==> config.mk <==
export PLATFORM = sky130hd
export DESIGN_NAME = i2s_receiver_flat
export DESIGN_NICKNAME = d
export VERILOG_FILES = /design/src/rtl/i2s_pkg.sv /design/src/rtl/i2s_receiver_if.sv /design/src/rtl/i2s_rx_deserializer.sv /design/src/rtl/i2s_receiver.sv /design/src/flat_wrapper.sv
export SDC_FILE = /design/constraint.sdc
export NUM_CORES = 1
export LEC_CHECK = 0
export CORE_MARGIN = 1
export CORE_UTILIZATION = 39
export DETAILED_ROUTE_END_ITERATION = 8
export PLACE_DENSITY_LB_ADDON = 0.25
export SETUP_SLACK_MARGIN = 0.3
export SYNTH_ARGS = -nofsm -noshare
export SYNTH_HDL_FRONTEND = slang
export SYNTH_SLANG_ARGS = --single-unit
==> constraint.sdc <==
create_clock -name serial_clk -period 1.8 [get_ports serial_clk]
set_clock_uncertainty 0.2 [all_clocks]
set_input_delay 0.36 -clock serial_clk [delete_from_list [all_inputs] [get_ports serial_clk]]
set_output_delay 0.36 -clock serial_clk [all_outputs]
set_load 0.01 [all_outputs]
==> src/rtl/i2s_pkg.sv <==
`default_nettype none
// ------------------------------------------------------------------
// i2s_pkg : shared widths and state encoding for the I2S receiver
// Revision 1.0
// ------------------------------------------------------------------
package i2s_pkg;
    localparam int SAMPLE_WIDTH = 16;
    localparam int ERR_CNT_W    = 8;
    localparam int BIT_CNT_W    = $clog2(2 * SAMPLE_WIDTH + 1);

    typedef enum logic [1:0] {
        UNLOCKED = 2'd0,
        ALIGN    = 2'd1,
        LOCKED   = 2'd2
    } rx_state_t;
endpackage
`default_nettype wire

==> src/rtl/i2s_receiver_if.sv <==
`default_nettype none
// ------------------------------------------------------------------
// i2s_receiver_if : serial input and parallel pair output of the receiver
// Revision 1.0
// ------------------------------------------------------------------
interface i2s_receiver_if #(
    parameter int SAMPLE_WIDTH = i2s_pkg::SAMPLE_WIDTH,
    parameter int ERR_CNT_W    = i2s_pkg::ERR_CNT_W
);
    logic                    word_select;
    logic                    sound_bit_in;
    logic                    sample_ready;
    logic [SAMPLE_WIDTH-1:0] left_sample;
    logic [SAMPLE_WIDTH-1:0] right_sample;
    logic                    sample_valid;
    logic                    locked;
    logic                    overrun;
    logic [ERR_CNT_W-1:0]    frame_error_count;

    modport master (
        input  word_select, sound_bit_in, sample_ready,
        output left_sample, right_sample, sample_valid, locked, overrun, frame_error_count
    );

    modport slave (
        output word_select, sound_bit_in, sample_ready,
        input  left_sample, right_sample, sample_valid, locked, overrun, frame_error_count
    );
endinterface
`default_nettype wire

==> src/rtl/i2s_rx_deserializer.sv <==
`default_nettype none
// ------------------------------------------------------------------
// i2s_rx_deserializer : input capture, slot boundary detection and word assembly
// Revision 1.0
// ------------------------------------------------------------------
module i2s_rx_deserializer
    import i2s_pkg::*;
#(
    parameter int SAMPLE_WIDTH = i2s_pkg::SAMPLE_WIDTH
) (
    input  wire logic                    serial_clk,
    input  wire logic                    reset,
    input  wire logic                    word_select,
    input  wire logic                    sound_bit_in,
    output logic [SAMPLE_WIDTH-1:0]      word,
    output logic                         word_strobe,
    output logic                         word_is_left,
    output logic                         word_ok,
    output logic                         timeout
);
    localparam int c_bit_cnt_w = $clog2(2 * SAMPLE_WIDTH + 1);
    localparam logic [c_bit_cnt_w-1:0] c_word_last = c_bit_cnt_w'(SAMPLE_WIDTH - 1);
    localparam logic [c_bit_cnt_w-1:0] c_cnt_max   = c_bit_cnt_w'(2 * SAMPLE_WIDTH);

    logic                    ws_q, ws_d;
    logic                    ws_qq, ws_qq_d;
    logic                    sd_q, sd_d;
    logic                    hist_seen_q, hist_seen_d;
    logic                    hist_valid_q, hist_valid_d;
    logic [SAMPLE_WIDTH-2:0] shift_q, shift_d;
    logic [c_bit_cnt_w-1:0]  bit_cnt_q, bit_cnt_d;
    logic                    w_trans;

    // ws_qq only holds a real sample from the second edge after reset.
    assign w_trans = hist_valid_q && (ws_q != ws_qq);

    always_comb begin
        ws_d         = word_select;
        sd_d         = sound_bit_in;
        ws_qq_d      = ws_q;
        hist_seen_d  = 1'b1;
        hist_valid_d = hist_seen_q;
        shift_d      = {shift_q[SAMPLE_WIDTH-3:0], sd_q};
        if (w_trans) begin
            bit_cnt_d = '0;
        end else if (bit_cnt_q == c_cnt_max) begin
            bit_cnt_d = bit_cnt_q;
        end else begin
            bit_cnt_d = bit_cnt_q + c_bit_cnt_w'(1);
        end
    end

    always_ff @(posedge serial_clk) begin
        if (reset) begin
            ws_q         <= 1'b0;
            ws_qq        <= 1'b0;
            sd_q         <= 1'b0;
            hist_seen_q  <= 1'b0;
            hist_valid_q <= 1'b0;
            shift_q      <= '0;
            bit_cnt_q    <= '0;
        end else begin
            ws_q         <= ws_d;
            ws_qq        <= ws_qq_d;
            sd_q         <= sd_d;
            hist_seen_q  <= hist_seen_d;
            hist_valid_q <= hist_valid_d;
            shift_q      <= shift_d;
            bit_cnt_q    <= bit_cnt_d;
        end
    end

    // The bit captured alongside the new word_select is the LSB of the closing slot.
    assign word         = {shift_q, sd_q};
    assign word_strobe  = w_trans;
    assign word_is_left = ws_q;
    assign word_ok      = (bit_cnt_q == c_word_last);
    assign timeout      = !w_trans && (bit_cnt_q == c_cnt_max);
endmodule
`default_nettype wire

==> src/rtl/i2s_receiver.sv <==
`default_nettype none
// ------------------------------------------------------------------
// i2s_receiver : I2S receiver with framing lock, L/R pairing and valid/ready output
// Revision 1.0
// ------------------------------------------------------------------
module i2s_receiver
    import i2s_pkg::*;
#(
    parameter int SAMPLE_WIDTH = i2s_pkg::SAMPLE_WIDTH,
    parameter int ERR_CNT_W    = i2s_pkg::ERR_CNT_W
) (
    input  wire logic      serial_clk,
    input  wire logic      reset,
    i2s_receiver_if.master bus
);
    logic [SAMPLE_WIDTH-1:0] word;
    logic                    word_strobe;
    logic                    word_is_left;
    logic                    word_ok;
    logic                    timeout;

    rx_state_t               state_q, state_d;
    logic [SAMPLE_WIDTH-1:0] pending_left_q, pending_left_d;
    logic                    pending_valid_q, pending_valid_d;
    logic [SAMPLE_WIDTH-1:0] left_q, left_d;
    logic [SAMPLE_WIDTH-1:0] right_q, right_d;
    logic                    valid_q, valid_d;
    logic                    overrun_q, overrun_d;
    logic [ERR_CNT_W-1:0]    err_cnt_q, err_cnt_d;
    logic                    w_publish;
    logic                    w_accept;

    i2s_rx_deserializer #(
        .SAMPLE_WIDTH (SAMPLE_WIDTH)
    ) u_deser (
        .serial_clk   (serial_clk),
        .reset        (reset),
        .word_select  (bus.word_select),
        .sound_bit_in (bus.sound_bit_in),
        .word         (word),
        .word_strobe  (word_strobe),
        .word_is_left (word_is_left),
        .word_ok      (word_ok),
        .timeout      (timeout)
    );

    assign w_accept = valid_q && bus.sample_ready;

    always_comb begin
        state_d         = state_q;
        pending_left_d  = pending_left_q;
        pending_valid_d = pending_valid_q;
        err_cnt_d       = err_cnt_q;
        w_publish       = 1'b0;

        if (timeout) begin
            state_d         = UNLOCKED;
            pending_valid_d = 1'b0;
        end else if (word_strobe) begin
            case (state_q)
                UNLOCKED: state_d = ALIGN;
                ALIGN: begin
                    // The word that completes alignment is never used.
                    if (word_ok) begin
                        state_d = LOCKED;
                    end
                end
                LOCKED: begin
                    if (!word_ok) begin
                        state_d         = ALIGN;
                        pending_valid_d = 1'b0;
                        if (err_cnt_q != {ERR_CNT_W{1'b1}}) begin
                            err_cnt_d = err_cnt_q + ERR_CNT_W'(1);
                        end
                    end else if (word_is_left) begin
                        pending_left_d  = word;
                        pending_valid_d = 1'b1;
                    end else if (pending_valid_q) begin
                        w_publish       = 1'b1;
                        pending_valid_d = 1'b0;
                    end
                end
                default: state_d = UNLOCKED;
            endcase
        end
    end

    always_comb begin
        left_d    = left_q;
        right_d   = right_q;
        valid_d   = valid_q;
        overrun_d = overrun_q;
        if (w_accept) begin
            valid_d = 1'b0;
        end
        // A held, unaccepted pair wins over a newly completed one.
        if (w_publish) begin
            if (!valid_q || bus.sample_ready) begin
                left_d  = pending_left_q;
                right_d = word;
                valid_d = 1'b1;
            end else begin
                overrun_d = 1'b1;
            end
        end
    end

    always_ff @(posedge serial_clk) begin
        if (reset) begin
            state_q         <= UNLOCKED;
            pending_left_q  <= '0;
            pending_valid_q <= 1'b0;
            left_q          <= '0;
            right_q         <= '0;
            valid_q         <= 1'b0;
            overrun_q       <= 1'b0;
            err_cnt_q       <= '0;
        end else begin
            state_q         <= state_d;
            pending_left_q  <= pending_left_d;
            pending_valid_q <= pending_valid_d;
            left_q          <= left_d;
            right_q         <= right_d;
            valid_q         <= valid_d;
            overrun_q       <= overrun_d;
            err_cnt_q       <= err_cnt_d;
        end
    end

    assign bus.left_sample       = left_q;
    assign bus.right_sample      = right_q;
    assign bus.sample_valid      = valid_q;
    assign bus.locked            = (state_q == LOCKED);
    assign bus.overrun           = overrun_q;
    assign bus.frame_error_count = err_cnt_q;
endmodule
`default_nettype wire

==> src/flat_wrapper.sv <==
// flat-port wrapper written by rule: the top's interface ports become plain ports
module i2s_receiver_flat import i2s_pkg::*;
#(
    parameter int SAMPLE_WIDTH = i2s_pkg::SAMPLE_WIDTH,
    parameter int ERR_CNT_W    = i2s_pkg::ERR_CNT_W
)
  (serial_clk, reset, bus_word_select, bus_sound_bit_in, bus_sample_ready, bus_left_sample, bus_right_sample, bus_sample_valid, bus_locked, bus_overrun, bus_frame_error_count);
  i2s_receiver_if #(.SAMPLE_WIDTH(SAMPLE_WIDTH), .ERR_CNT_W(ERR_CNT_W)) bus_i ();
  input  wire logic serial_clk;
  input  wire logic reset;
  input wire logic [$bits(bus_i.word_select)-1:0] bus_word_select;
  input wire logic [$bits(bus_i.sound_bit_in)-1:0] bus_sound_bit_in;
  input wire logic [$bits(bus_i.sample_ready)-1:0] bus_sample_ready;
  output wire logic [$bits(bus_i.left_sample)-1:0] bus_left_sample;
  output wire logic [$bits(bus_i.right_sample)-1:0] bus_right_sample;
  output wire logic [$bits(bus_i.sample_valid)-1:0] bus_sample_valid;
  output wire logic [$bits(bus_i.locked)-1:0] bus_locked;
  output wire logic [$bits(bus_i.overrun)-1:0] bus_overrun;
  output wire logic [$bits(bus_i.frame_error_count)-1:0] bus_frame_error_count;
  assign bus_i.word_select = bus_word_select;
  assign bus_i.sound_bit_in = bus_sound_bit_in;
  assign bus_i.sample_ready = bus_sample_ready;
  assign bus_left_sample = bus_i.left_sample;
  assign bus_right_sample = bus_i.right_sample;
  assign bus_sample_valid = bus_i.sample_valid;
  assign bus_locked = bus_i.locked;
  assign bus_overrun = bus_i.overrun;
  assign bus_frame_error_count = bus_i.frame_error_count;
  i2s_receiver #(.SAMPLE_WIDTH(SAMPLE_WIDTH), .ERR_CNT_W(ERR_CNT_W)) u_core (.serial_clk(serial_clk), .reset(reset), .bus(bus_i));
endmodule
## Word-level counts from Yosys, hierarchy flattened

Cells that the tools add are included.
Widths: inputs -> output; s select.

| word-level totals | value |
|---|---|
| register bits | 87 |
| output and inout bits | 43 |

| operators by class | value |
|---|---|
| add/subtract/negate cells | 2 |
| equality and inequality tests | 8 |
| multiplexer cells | 15 |
| bitwise operators | 3 |
| reduce and logical (&&, ||, !) cells | 15 |

Operators with widths:

| kind | number |
|---|---|
| $mux 1 | 12 |
| $reduce_and 5->1 | 2 |
| $add 8x1->8 const B | 1 |
| $ne 8x8->1 const B | 1 |
| $add 6x1->6 const B | 1 |
| $eq 6x4->1 const B | 1 |
| $eq 6x6->1 const B | 1 |
| $pmux 2 s3 | 1 |
| $reduce_and 2->1 | 3 |
| $mux 2 | 2 |
| $reduce_or 2->1 | 2 |
| $logic_and 1x1->1 | 3 |
| $not 1->1 | 3 |
| $reduce_and 3->1 | 1 |
| $eq 2x1->1 const B | 1 |
| $eq 2x2->1 const B | 1 |
| $logic_not 1->1 | 2 |
| $logic_not 2->1 | 1 |
| $ne 2x1->1 const B | 1 |
| $ne 2x2->1 const B | 1 |
| $logic_or 1x1->1 | 1 |
| $ne 1x1->1 | 1 |

## Depth between registers and ports, before layout

| logic depth | value |
|---|---|
| word-level depth | 7 |
| gate-level depth with buffers | 8 |
| depth with buffers taken out | 6 |

## Modules after synthesis

From an unflattened synthesis, not the netlist that was laid out.

| second synthesis, totals | value |
|---|---|
| cells, all modules | 346 |
| area total of the unflattened synthesis | 3263.1 µm² |

Modules (own cells, without submodules):

| module | times used | cells an instance | area each (µm²) | seq. area each (µm²) |
|---|---|---|---|---|
| i2s_receiver | 1 | 266 | 2402.3 | 1221.2 |
| i2s_rx_deserializer | 1 | 80 | 860.8 | 520.5 |

## Worst setup path after synthesis

OpenSTA, ideal clock, no wires.

| timing path | value |
|---|---|
| path type | reg-to-reg |
| start | reg u_core.u_deser.bit_cnt_q[0] |
| end | reg u_core.pending_left_q[10] |
| setup time | 0.121 ns |
| arrival time | 1.585 ns |
| required time | 1.479 ns |
| slack | -0.106 ns |
| cell stages (with the launch flop) | 8 |
| period minus slack after synthesis | 1.906 ns |
| cell sequence | dfxtp_1 -> ha_1 -> nand3_1 -> nor2_1 -> and3_4 -> buf_6 -> buf_12 -> mux2_2 |

| on the way | value |
|---|---|
| cells in the longest elaborated chain, start to end | 4 |

Ends and longest elaborated chain:

| item | RTL line | source |
|---|---|---|
| start, declared | i2s_rx_deserializer.sv:31 | `logic [c_bit_cnt_w-1:0] bit_cnt_q, bit_cnt_d;` |
| start signal, assigned | i2s_rx_deserializer.sv:69 | `bit_cnt_q <= bit_cnt_d;` |
| $eq 6x6->1 | i2s_rx_deserializer.sv:78 | `assign timeout = !w_trans && (bit_cnt_q == c_cnt_max);` |
| $logic_and 1x1->1 | i2s_rx_deserializer.sv:78 |  |
| $not 1->1 (no line) | - |  |
| $reduce_and 5->1 (no line) (*) | - |  |
| end signal, assigned | i2s_receiver.sv:120 | `pending_left_q <= pending_left_d;` |
| end, declared | i2s_receiver.sv:23 | `logic [SAMPLE_WIDTH-1:0] pending_left_q, pending_left_d;` |

Every way passes the cells marked *; elsewhere a longest branch is shown, timed or not.
A chain may end at the register's enable or synchronous reset.

## Worst setup path after layout

| timing path | value |
|---|---|
| start | reg u_core.state_q[1] |
| end | reg u_core.left_q[15] (netlist: u_core.bus.left_sample[15]) |

| on the way | value |
|---|---|
| cells in the longest elaborated chain, start to end | 5 |

Ends and longest elaborated chain:

| item | RTL line | source |
|---|---|---|
| start, declared | i2s_receiver.sv:22 | `rx_state_t state_q, state_d;` |
| start signal, assigned | i2s_receiver.sv:119 | `state_q <= state_d;` |
| $eq 2x2->1 | i2s_receiver.sv:60 | `case (state_q)` |
| $mux 1 | i2s_receiver.sv:60 |  |
| $mux 1 | i2s_receiver.sv:59 | `end else if (word_strobe) begin` |
| $mux 1 | i2s_receiver.sv:56 | `if (timeout) begin` |
| $reduce_and 2->1 (no line) | - |  |
| end signal, assigned | i2s_receiver.sv:122 | `left_q <= left_d;` |
| end, declared | i2s_receiver.sv:25 | `logic [SAMPLE_WIDTH-1:0] left_q, left_d;` |

No other way between the ends.

==> run metrics <==
status finished clean; CP Data Arrival Time ~1800 ps; Wirelength per Cell 15.70 um; Final Util 58.82%; Sw Share 24.09%; Setup CP Type flip-flop to flip-flop; CTS Sinks between 80 and 90; WP data required 1820 ps; Static Leak 1.818 nW; Placer Congestion 0.7297; vias per std cell 5.259; total gr overflow 0; dpl hpwl 4459 um; Crit path largest cell delay 380 ps; Rows 33; via count of the first global-routing pass between 2000 and 3000; First-pass DRT Iterations 4; Post-synth top cells 87 x dfxtp_1, 42 x a21oi_1, 42 x nand3_1, 35 x o21ai_0, 34 x nor2b_1; Fin. Hold Viols 0; maximum vdd ir drop 0.5299 mV; area growth from synthesis to layout 44.53%; clk_lat worst skew 360 ps; Ys Warns 0; htree depth 3; Inserted Clock Buffers 9; initial DRC count around 170; WHS 244.8 ps; Worst slew margin between 70% and 80%; post-synthesis sequential area ratio between 50 and 60%; first-pass GRT wire length 12720 um; CTS clock-pin slew for the worst setup and hold paths 90 ps; P_sw a little over 0.0008 W; Clock Tree Root clkbuf_8; Inserted Diodes 0; top area cells in the synthesized netlist dfxtp_1 52%, nor2b_1 6.3%, a21oi_1 6.3%, nand3_1 6.3%, o21ai_0 5.2%; RSZ-0062 raised after global routing true; hold worst-path end u_core.u_deser.hist_valid_q; Die Y 94.83 um; Crit-path slowest cell dfxtp_2; final worst path period share 98.91%; ys async rst share 0%; EDFF count, synth 0; R2R Setup Slk 20 ps; Logic pwr share roughly 4.2%; post-synthesis cell count 357; worst hold path type flip-flop to flip-flop; drt total wl 8559 um; initial antenna violation count 0; Worst Max-Slew Pin Slew 338.0 ps; DIE AREA 0.008993 mm2; dpl cells 500; # DRC 0; Tmin final 1780 ps; FF-to-FF Start u_core.state_q[1]; clock group share of total power 38.1%; Max-Cap Viols 0; average cell area after synthesis 9.414 um2; crit end category flip-flop; R2R cell count 7; CTS tree done; I/O pins between 40 and 50; internal power 0.002559 W; Cell Area, Synth 0.003361 mm2; ys flop type dfxtp_1; IO Port Bufs 47; pwr/cell area 694.2 mW/mm2; FF+latch count, synth 87; Hold Path Stages 1; Final setup viols 0; crit-path max FO 17; Yosys cell types 42; pin count of the biggest net entering global routing 77; Non-Filler Instances 545; Seq pwr share about 58%; share of cells above drive strength 1 53.64%; reg2reg end u_core.bus.left_sample[15]; Synth area leader dfxtp_1; min-delay src u_core.u_deser.hist_seen_q; crit path cell chain and3b_2 > buf_4 > nand4_1 > buf_6 > buf_12 > o21ai_1 > a21oi_1; CORE AREA 0.008258 mm2; crit start category flip-flop; GR Util All Layers 18.28%; DP Area 0.004207 mm2; top-area cell type share of the netlist area just over 50%; Bufs on Longest Clock Path 2; fmax approximately 560 MHz; Final nets 443; final instance area approximately 0.0049 mm2; Final ANT Viol Nets 0; most frequent cell after synthesis dfxtp_1; Mapped Nets 365; fin. max-slew vios 0; Die W 94.83 um; DR vias 2866; starting density of the core 40.70%; Tot Pwr 0.003372 W
metal layers:
metal,part of all wire (%),vias to the layer above,GRT usage [%]
met5,0,-,0
met4,0.60,0,4.419
met3,4.6,5,5.797
met2,50,65,30.16
met1,44,1392,23.11
li1,-,1404,-
state kept, by name (all words and copies together) (netlist names), 2 cells and up:
signal                        count
u_core.bus.left_sample           16
u_core.bus.right_sample          16
u_core.pending_left_q            16
u_core.u_deser.shift_q           15
u_core.bus.frame_error_count      8
u_core.u_deser.bit_cnt_q          6
u_core.state_q                    2
logic make-up (layout without fill, tap and decap cells):
kind of cell	Yosys count	after routing	synth area share, %
AO/OA/AOI/OAI	86	86	13.81
XOR/XNOR	6	6	1.787
adder cells (fa/ha/maj)	3	3	1.117
buffers and inverters	34	116	5.026
flip-flops	87	87	51.82
multiplexers	19	19	6.404
AND/OR/NAND/NOR	122	123	20.03
per-stage QoR:
stage / setup TNS [ps] / setup slack [ps]
final: 0 / 19.54
after global routing: -101.4 / -28.96
after CTS: 0 / 95.03
after detailed placement: -157.7 / -39.47
after global placement: 0 / 34.14
after floorplan: 0 / 59.28
worst max-delay path, delay by kind of cell (launching register included):
kind	cells	cell delay, ps
compound gates	2	250
buf+inv	3	450
flops	1	380
simple gates	2	370
cell usage in the layout (no fill, tap or decap), types with 5 or more instances in the layout:
cell / netlist / layout
o21ai_1: 0 / 23
buf_4: 4 / 24
nand3_2: 0 / 24
dfxtp_1: 87 / 41
mux2_4: 2 / 13
buf_12: 1 / 5
clkdlybuf4s15_2: 0 / 8
clkbuf_8: 0 / 10
nor2_1: 10 / 7
o21ai_2: 0 / 11
inv_1: 7 / 5
dfxtp_4: 0 / 6
mux2i_1: 5 / 5
nand3_1: 42 / 15
buf_2: 2 / 31
a21oi_1: 42 / 37
buf_6: 1 / 15
a21oi_2: 0 / 5
nand2_1: 13 / 11
nor2b_1: 34 / 32
dfxtp_2: 0 / 40
area by class of cell:
type	instances	area (um2)
Clock buffer	10	137.6
Clock inverter	6	52.55
Fill cell	708	3401
Inverter	7	28.78
Multi-Input combinational cell	237	1851
Sequential cell	87	1814
Tap cell	105	131.4
Timing Repair Buffer	93	842.1
power by group through the flow:
stage	logic (W)	clock network, W	registers, W
after floorplan	0.0000608	0	0.00200
after global placement	0.0000982	0	0.00200
after detailed placement	0.0000994	0	0.00200
after CTS	0.000119	0.00132	0.00195
after global routing	0.000157	0.00140	0.00195
final	0.000140	0.00128	0.00195
worst max path at each step:
| stage | start | end | cells after the start |
|---|---|---|---|
| after floorplan | u_core.state_q[0] | u_core.pending_left_q[10] | 6 |
| after global routing | u_core.state_q[1] | u_core.bus.left_sample[2] | 7 |
| final | u_core.state_q[1] | u_core.bus.left_sample[15] | 7 |
| after detailed placement | u_core.u_deser.word_is_left | u_core.pending_left_q[5] | 4 |
| after global placement | u_core.state_q[1] | u_core.bus.frame_error_count[5] | 4 |
| after CTS | u_core.u_deser.bit_cnt_q[1] | u_core.bus.frame_error_count[0] | 6 |
timing repair:
action | in CTS | in global routing
buffers inserted | 10 | 13
resized for setup | 189 | 83
hold buffers | 0 | 0
endpoints found under the setup margin | 107 | 99
gates cloned | 2 | 4
pin swaps | 10 | 27
Power figures use the tool's default switching activity.
